<file path="config.mk">
export PLATFORM = sky130hd
export DESIGN_NAME = serial_adder_ctrl
export DESIGN_NICKNAME = d
export VERILOG_FILES = /design/src/rtl/adder_pkg.sv /design/src/rtl/nibble_adder.sv /design/src/rtl/serial_adder_ctrl.sv
export SDC_FILE = /design/constraint.sdc
export NUM_CORES = 1
export LEC_CHECK = 0
export ABC_AREA = 1
export CAP_MARGIN = 20
export CORE_MARGIN = 1.5
export CORE_UTILIZATION = 55
export CTS_BUF_LIST = sky130_fd_sc_hd__clkbuf_8 sky130_fd_sc_hd__clkbuf_16
export DETAILED_ROUTE_END_ITERATION = 8
export DONT_BUFFER_PORTS = 1
export HOLD_SLACK_MARGIN = 0.08
export PLACE_DENSITY_LB_ADDON = 0.08
export SETUP_SLACK_MARGIN = 0.5
export SLEW_MARGIN = 10
export SYNTH_ARGS = -nofsm -noshare
export SYNTH_HDL_FRONTEND = slang
export SYNTH_SLANG_ARGS = --single-unit
export TNS_END_PERCENT = 30
</file>
<file path="constraint.sdc">
create_clock -name clk -period 3.7 [get_ports clk]
set_input_delay 0.555 -clock clk [delete_from_list [all_inputs] [get_ports clk]]
set_output_delay 0.555 -clock clk [all_outputs]
set_load 0.02 [all_outputs]
</file>
<file path="src/rtl/adder_pkg.sv">
// Shared definitions for the serial adder: slice width, controller states and slice-count helper.
package adder_pkg;

  localparam int unsigned SLICE_W = 4;

  typedef enum logic [1:0] {
    StIdle,
    StRun,
    StDone
  } state_e;

  function automatic int unsigned nslice(input int unsigned width);
    return width / SLICE_W;
  endfunction

endpackage

</file>
<file path="src/rtl/nibble_adder.sv">
// Combinational ripple-carry slice; the only adder hardware in the serial datapath.
module nibble_adder
  import adder_pkg::*;
(
  input  logic [SLICE_W-1:0] a_i,
  input  logic [SLICE_W-1:0] b_i,
  input  logic               cin_i,
  output logic [SLICE_W-1:0] sum_o,
  output logic               cout_o
);

  always_comb begin
    logic [SLICE_W:0] c;
    c     = '0;
    sum_o = '0;
    c[0]  = cin_i;
    for (int i = 0; i < SLICE_W; i++) begin
      sum_o[i] = a_i[i] ^ b_i[i] ^ c[i];
      c[i+1]   = (a_i[i] & b_i[i]) | (c[i] & (a_i[i] ^ b_i[i]));
    end
    cout_o = c[SLICE_W];
  end

endmodule

</file>
<file path="src/rtl/serial_adder_ctrl.sv">
// WIDTH-bit add/subtract computed one nibble per cycle through a single nibble_adder,
// with valid/ready handshakes on operand and result sides.
module serial_adder_ctrl
  import adder_pkg::*;
#(
  parameter int unsigned WIDTH = 16
) (
  input  logic             clk,
  input  logic             rst_n,
  input  logic             in_valid,
  output logic             in_ready,
  input  logic [WIDTH-1:0] a,
  input  logic [WIDTH-1:0] b,
  input  logic             cin,
  input  logic             sub,
  output logic             out_valid,
  input  logic             out_ready,
  output logic [WIDTH-1:0] sum,
  output logic             cout,
  output logic             ovf,
  output logic             busy
);

  localparam int unsigned NSLICE = nslice(WIDTH);
  localparam int unsigned CNT_W  = $clog2(NSLICE);
  localparam logic [CNT_W-1:0] LastCnt = CNT_W'(NSLICE - 1);

  state_e           state_q, state_d;
  logic [CNT_W-1:0] cnt_q, cnt_d;
  logic             carry_q, carry_d;
  logic [WIDTH-1:0] a_q, a_d;
  logic [WIDTH-1:0] b_q, b_d;
  logic [WIDTH-1:0] sum_q, sum_d;
  logic             cout_q, cout_d;
  logic             ovf_q, ovf_d;

  logic [SLICE_W-1:0] slice_sum;
  logic               slice_cout;

  nibble_adder u_nibble_adder (
    .a_i    (a_q[cnt_q*SLICE_W +: SLICE_W]),
    .b_i    (b_q[cnt_q*SLICE_W +: SLICE_W]),
    .cin_i  (carry_q),
    .sum_o  (slice_sum),
    .cout_o (slice_cout)
  );

  always_comb begin
    state_d = state_q;
    cnt_d   = cnt_q;
    carry_d = carry_q;
    a_d     = a_q;
    b_d     = b_q;
    sum_d   = sum_q;
    cout_d  = cout_q;
    ovf_d   = ovf_q;
    unique case (state_q)
      StIdle: begin
        if (in_valid) begin
          // Subtraction as A + ~B + ~cin, so cout=1 means no borrow.
          a_d     = a;
          b_d     = sub ? ~b : b;
          carry_d = cin ^ sub;
          cnt_d   = '0;
          state_d = StRun;
        end
      end
      StRun: begin
        sum_d[cnt_q*SLICE_W +: SLICE_W] = slice_sum;
        carry_d = slice_cout;
        if (cnt_q == LastCnt) begin
          cout_d  = slice_cout;
          ovf_d   = (a_q[WIDTH-1] == b_q[WIDTH-1]) && (slice_sum[SLICE_W-1] != a_q[WIDTH-1]);
          state_d = StDone;
        end else begin
          cnt_d = cnt_q + 1'b1;
        end
      end
      StDone: begin
        if (out_ready) begin
          state_d = StIdle;
        end
      end
      default: state_d = StIdle;
    endcase
  end

  always_ff @(posedge clk) begin
    if (!rst_n) begin
      state_q <= StIdle;
      cnt_q   <= '0;
      carry_q <= 1'b0;
      a_q     <= '0;
      b_q     <= '0;
      sum_q   <= '0;
      cout_q  <= 1'b0;
      ovf_q   <= 1'b0;
    end else begin
      state_q <= state_d;
      cnt_q   <= cnt_d;
      carry_q <= carry_d;
      a_q     <= a_d;
      b_q     <= b_d;
      sum_q   <= sum_d;
      cout_q  <= cout_d;
      ovf_q   <= ovf_d;
    end
  end

  assign in_ready  = (state_q == StIdle);
  assign out_valid = (state_q == StDone);
  assign busy      = (state_q != StIdle);
  assign sum       = sum_q;
  assign cout      = cout_q;
  assign ovf       = ovf_q;

endmodule

</file>
Word level (Yosys, flattened, before mapping)
Index checks and enable logic that the tools add are counted.

word-level totals
  output and inout bits = 21
  flip-flop bits (word level) = 55
  logic and storage cells = 65
  bits of input ports = 38

operators by class
  shifts and indexed selects = 4
  add/subtract/negate cells = 2
  multiplexer cells = 11
  reductions and logical operators = 9
  equal/unequal tests = 9
  bitwise operators = 22

operator list
  cell                                                                      count
  4-bit negator with 34-bit output                                          1
  4-bit by 34-bit variable shift with 16-bit output (first input constant)  1
  4-bit by 34-bit variable part select with 16-bit output                   1
  16-bit by 5-bit variable part select with 4-bit output                    2
  16-bit bitwise mux                                                        1
  16-bit two-way mux                                                        1
  16-bit inverter                                                           1
  2-bit two-way mux                                                         5
  1-bit XOR                                                                 9
  1-bit AND                                                                 8
  2-bit != test (second input constant)                                     3
  2-bit case mux with 3 select lines                                        1
  2-bit AND reduction                                                       3
  3-bit AND reduction                                                       2
  2-bit == test (second input constant)                                     2
  1-bit OR                                                                  4
  2-bit case mux with 2 select lines                                        1
  2-bit nonzero test                                                        2
  2-bit by 1-bit adder with 2-bit output (second input constant)            1
  2-bit by 1-bit == test with 1-bit output (second input constant)          1
  2-bit logical NOT                                                         1
  2-bit by 1-bit != test with 1-bit output (second input constant)          1
  1-bit case mux with 2 select lines                                        1
  1-bit == test                                                             1
  other kinds (3)                                                           3

Logic depth before layout (Yosys ltp)
  depth in word-level cells = 11
  depth in mapped cells = 15
  mapped depth without buffers = 13

Hierarchy
Synthesis repeated with hierarchy kept, for this count alone.

unflattened totals
  cell total of the unflattened synthesis = 394
  area, all modules = 2,728.9 sq um

modules (own cells, without submodules)
  module             times used  area each (sq um)  cells each  seq. area each (sq um)
  serial_adder_ctrl  1           2,611.3            380         1,101.1
  nibble_adder       1           117.6              14          0.0

Least setup slack after synthesis
OpenSTA, ideal clock, no wires.

  kind = register to register
  start point = reg cnt_q[0]
  end point = reg sum_q[7], in the netlist sum[7]
  path buffers = 2
  setup time = 0.064 ns
  arrival = 3.069 ns
  period minus slack after synthesis = 3.133 ns
  cell stages (with the launch flop) = 16
  path slack = 0.567 ns
  data required time = 3.636 ns
  path through = dfxtp_1 buf_2 inv_1 buf_1 nor2_1 o22ai_1 fa_1 fa_1 fa_1 fa_1 nand2_1 nor2_1 nand2_1 nand2_1 inv_1 nor2_1

on the way
  longest elaborated chain between the ends = 11
  elaborated cells between the ends (all ways) = 23
  those cells by class = add/sub (1); shift (4); mux (1); bitwise (17)

ends and longest elaborated chain
  element                                                                    line                                              source
  from (decl)                                                                serial_adder_ctrl.sv:29                           logic [CNT_W-1:0] cnt_q, cnt_d;
  from (signal assigned)                                                     serial_adder_ctrl.sv:100                          cnt_q <= cnt_d;
  16-bit by 5-bit variable part select with 4-bit output (on tied branches)  serial_adder_ctrl.sv:41, serial_adder_ctrl.sv:42
  1-bit XOR                                                                  nibble_adder.sv:18, nibble_adder.sv:19
  1-bit AND                                                                  nibble_adder.sv:19                                c[i+1] = (a_i[i] & b_i[i]) | (c[i] & (a_i[i] ^ b_i[i]));
  1-bit OR                                                                   nibble_adder.sv:19
  1-bit AND                                                                  nibble_adder.sv:19
  1-bit OR                                                                   nibble_adder.sv:19
  1-bit AND                                                                  nibble_adder.sv:19
  1-bit OR                                                                   nibble_adder.sv:19
  1-bit XOR                                                                  nibble_adder.sv:18                                sum_o[i] = a_i[i] ^ b_i[i] ^ c[i];
  4-bit by 34-bit variable part select with 16-bit output                    serial_adder_ctrl.sv:69                           sum_d[cnt_q*SLICE_W +: SLICE_W] = slice_sum;
  16-bit bitwise mux *                                                       serial_adder_ctrl.sv:69
  to (signal assigned)                                                       serial_adder_ctrl.sv:104                          sum_q <= sum_d;
  to (decl)                                                                  serial_adder_ctrl.sv:33                           logic [WIDTH-1:0] sum_q, sum_d;

Mark *: on every way between the ends. The rest lies on a longest branch, timed or not.
A chain may end at the register's enable or synchronous reset.

Worst setup path after layout
Same ends and word-level chain as after synthesis.

==> summary.md <==
| Metric | Value |
|---|---|
| Status | finished, final reports clean |
| Post-route ant nets | 0 |
| Netlist Area Pre-Place | ~2700 µm² |
| Top Family by Delay on Critical Path | adder cells |
| Worst path max stage delay | 0.51 ns |
| Clk_lat worst skew | ~0.31 ns |
| Setup Skew | between 0.003 and 0.004 ns |
| Overall Global Routing Usage | 0.219 |
| Port bufs | 0 |
| Fillcell total | 499 |
| Commonest register cell after synthesis | dfxtp_1 |
| Area grow syn2layout | 4.43% |
| Height of the die | 73.6 µm |
| RSZ-0062 raised after global routing | no |
| Sequential Area | between 1000 and 1500 µm² |
| CP startpoint kind | flip-flop |
| Leak Pwr | 0.00128 µW |
| Largest cells by area after synthesis | dfxtp_1 40%, nor2_1 16%, nand2_1 11%, o21ai_0 8.0%, xnor2_1 5.1% |
| CP Buf/Inv Count | 2 |
| CP most frequent cell | fa_1 |
| Syn_nets | 444 |
| DPL Wire Length | 4000 µm |
| Share of cells above drive strength 1 | 0.0611 |
| Pin count of the biggest net entering global routing | 48 |
| Final setup viols | 0 |
| Pwr/cell area | 445 nW/µm² |
| 1st-iter DRT viols | 179 |
| Nature of the critical path endpoint | flip-flop |
| CORE AREA | roughly 4800 µm² |
| Top Ports | 59 |
| Antenna diodes | 0 |
| Register area share after synthesis | 0.402 |
| Post-synth top area share | 0.402 |
| CTS Buf Count | 5 |
| Cell Chain, Critical Path | clkinvlp_4 > o21ai_0 > o22ai_1 > fa_1 > fa_1 > fa_1 > fa_1 > nand2_1 > nor2_2 > nand2_1 > nand2_1 > inv_1 > nor2_1 |
| Max Freq | 0.334 GHz |
| CTS tree | built |
| Async SR Flop Fraction | 0 |
| # H-tree levels | 2 |
| Synth warn | 0 |
| Final hold violations | 0 |
| Die Width | 73.6 µm |
| Via density | 4.97 |
| EDFF count, synth | 0 |
| Library cells used by synthesis | 22 |
| Vias in the first global route | 1982 |
| Fin. max-slew vios | 0 |
| Max-Cap Viols | 0 |
| Vias | between 2000 and 2500 |
| Max stage delay cell, worst path | fa_1 |
| Critical Path RT | around 4.0 ns |
| Critical Path AT | 3.25 ns |
| Total routed wirelength | roughly 5600 µm |
| Router iterations before antenna repair | 4 |
| Initial core utilization | 0.576 |
| # DRC | 0 |
| Clock transition at path regs | 0.10 ns |
| Final GP Congestion | 0.875 |
| CTS Hold Buffers Added | 0 |
| CTS sink cnt | 55 |
| Die area | roughly 5400 µm² |
| Crit Path Category | flip-flop to flip-flop |
| Yosys top cell by area | dfxtp_1 |
| Multi-input gate area | 1410 µm² |
| Row count | 25 |
| WL/cell | 12.2 µm |
| Initial antenna violation count | 0 |
| Avg Cell Area, Syn | approximately 7 µm² |
| Critical Path Fanout Max | 7 |
| Top cells by count, synth | 119 x nor2_1, 77 x nand2_1, 55 x dfxtp_1, 44 x o21ai_0, 27 x inv_1 |
| Max Buffers Root-to-Sink | 2 |
| Nets | 440 |
| Period utilisation layout | 0.810 |
| Core Util, Final | 0.601 |
| HP Class | input pin to flip-flop |
| Global-route wire length before repair | 9060 µm |
| Cell count after synthesis | 396 |
| Setup TNS | 0 ns |
| Most used standard cell by instance count after synthesis | nor2_1 |
| Remaining global-route overflow | 0 |
| Slew @ Worst Pin | 0.467 ns |
| Max-slew headroom | 0.688 |
| Root Buffer Master | clkbuf_8 |
| Min Tclk post-route | 3.00 ns |
| Peak VDD IR | around 0.19 mV |
| Yosys reg bits | 55 |
-- through the flow --
stage / hold slack (ns) / worst slack [ns] / cell area, µm² / power, µW / cells
4_1_cts: 0.346 / 0.554 / 2810 / 1280 / 456
3_5_place_dp: 0.468 / 0.434 / 2730 / 952 / 448
3_3_place_gp: 0.464 / 0.524 / 2730 / 949 / 448
5_1_grt: 0.357 / 0.530 / 2860 / 1360 / 460
6_report: 0.354 / 0.705 / 2860 / 1270 / 460
2_1_floorplan: 0.449 / 0.567 / 2740 / 913 / 396
-- area by class of cell --
| type | instances | share of cell area |
|---|---|---|
| clock buffer | 5 | 0.0241 |
| clock inverter | 3 | 0.00525 |
| inverter | 30 | 0.0429 |
| multi-input combinational | 293 | 0.492 |
| sequential | 55 | 0.388 |
| tap | 67 | 0.0293 |
| timing repair buffer | 7 | 0.0184 |
-- layout by cell type (no fill, tap or decap), drive strengths merged --
master / instances
clkinv: 4
nand2: 79
dfxtp: 55
xnor2: 16
o21ai: 44
nor2: 120
inv: 27
buf: 7
clkbuf: 5
fa: 4
a21oi: 10
nand3: 5
ha: 6
nor3: 1
o22ai: 8
clkinvlp: 2
-- flip-flops by register name, summed over array words and instances, names as in the netlist --
signal	flops
cout	1
a_q	16
ovf	1
b_q	16
sum	16
state_q	2
cnt_q	2
carry_q	1
-- metal layers --
| metal | share of wire | wire length, µm | track usage |
|---|---|---|---|
| met3 | 0.040 | 226 | 0.0425 |
| met1 | 0.47 | 2640 | 0.301 |
| met2 | 0.47 | 2650 | 0.340 |
| met4 | 0.016 | 90 | 0.0802 |
| met5 | 0 | 0 | 0 |
-- final timing paths --
| check | slack (ns) | startpoint | to | depth (start not counted) |
|---|---|---|---|---|
| hold / removal | 0.35 | rst_n | cnt_q[1] | 2 |
| setup / recovery | 0.70 | cnt_q[0] | sum[7] | 13 |
| hold reg to reg | 0.49 | a_q[7] | a_q[7] | 2 |
| setup reg to reg | 0.70 | cnt_q[0] | sum[7] | 13 |
-- power breakdown --
part	leakage [µW]	switching, µW	total (µW)	internal, µW
clock network	0.0000477	197	327	130
registers	0.000454	41.2	676	635
logic	0.000780	162	271	108
total	0.00128	400	1270	873
-- repair_timing --
action                                 4_1_cts  5_1_grt
cloned                                       0        0
setup buffers                                0        4
setup endpoints to repair                    5        5
gates resized for setup                      2        7
endpoints found under the hold margin        0        0
-- cells by family after synthesis --
logic type	Yosys count	synth area share
and+or+nand+nor	205	0.288
DFF	55	0.402
AOI/OAI and AO/OA	62	0.117
xor gates and xnor gates	16	0.0512
buffers and inverters	48	0.0846
adders and majority gates	10	0.0567
Note: power is estimated with default switching activity, not from simulation.
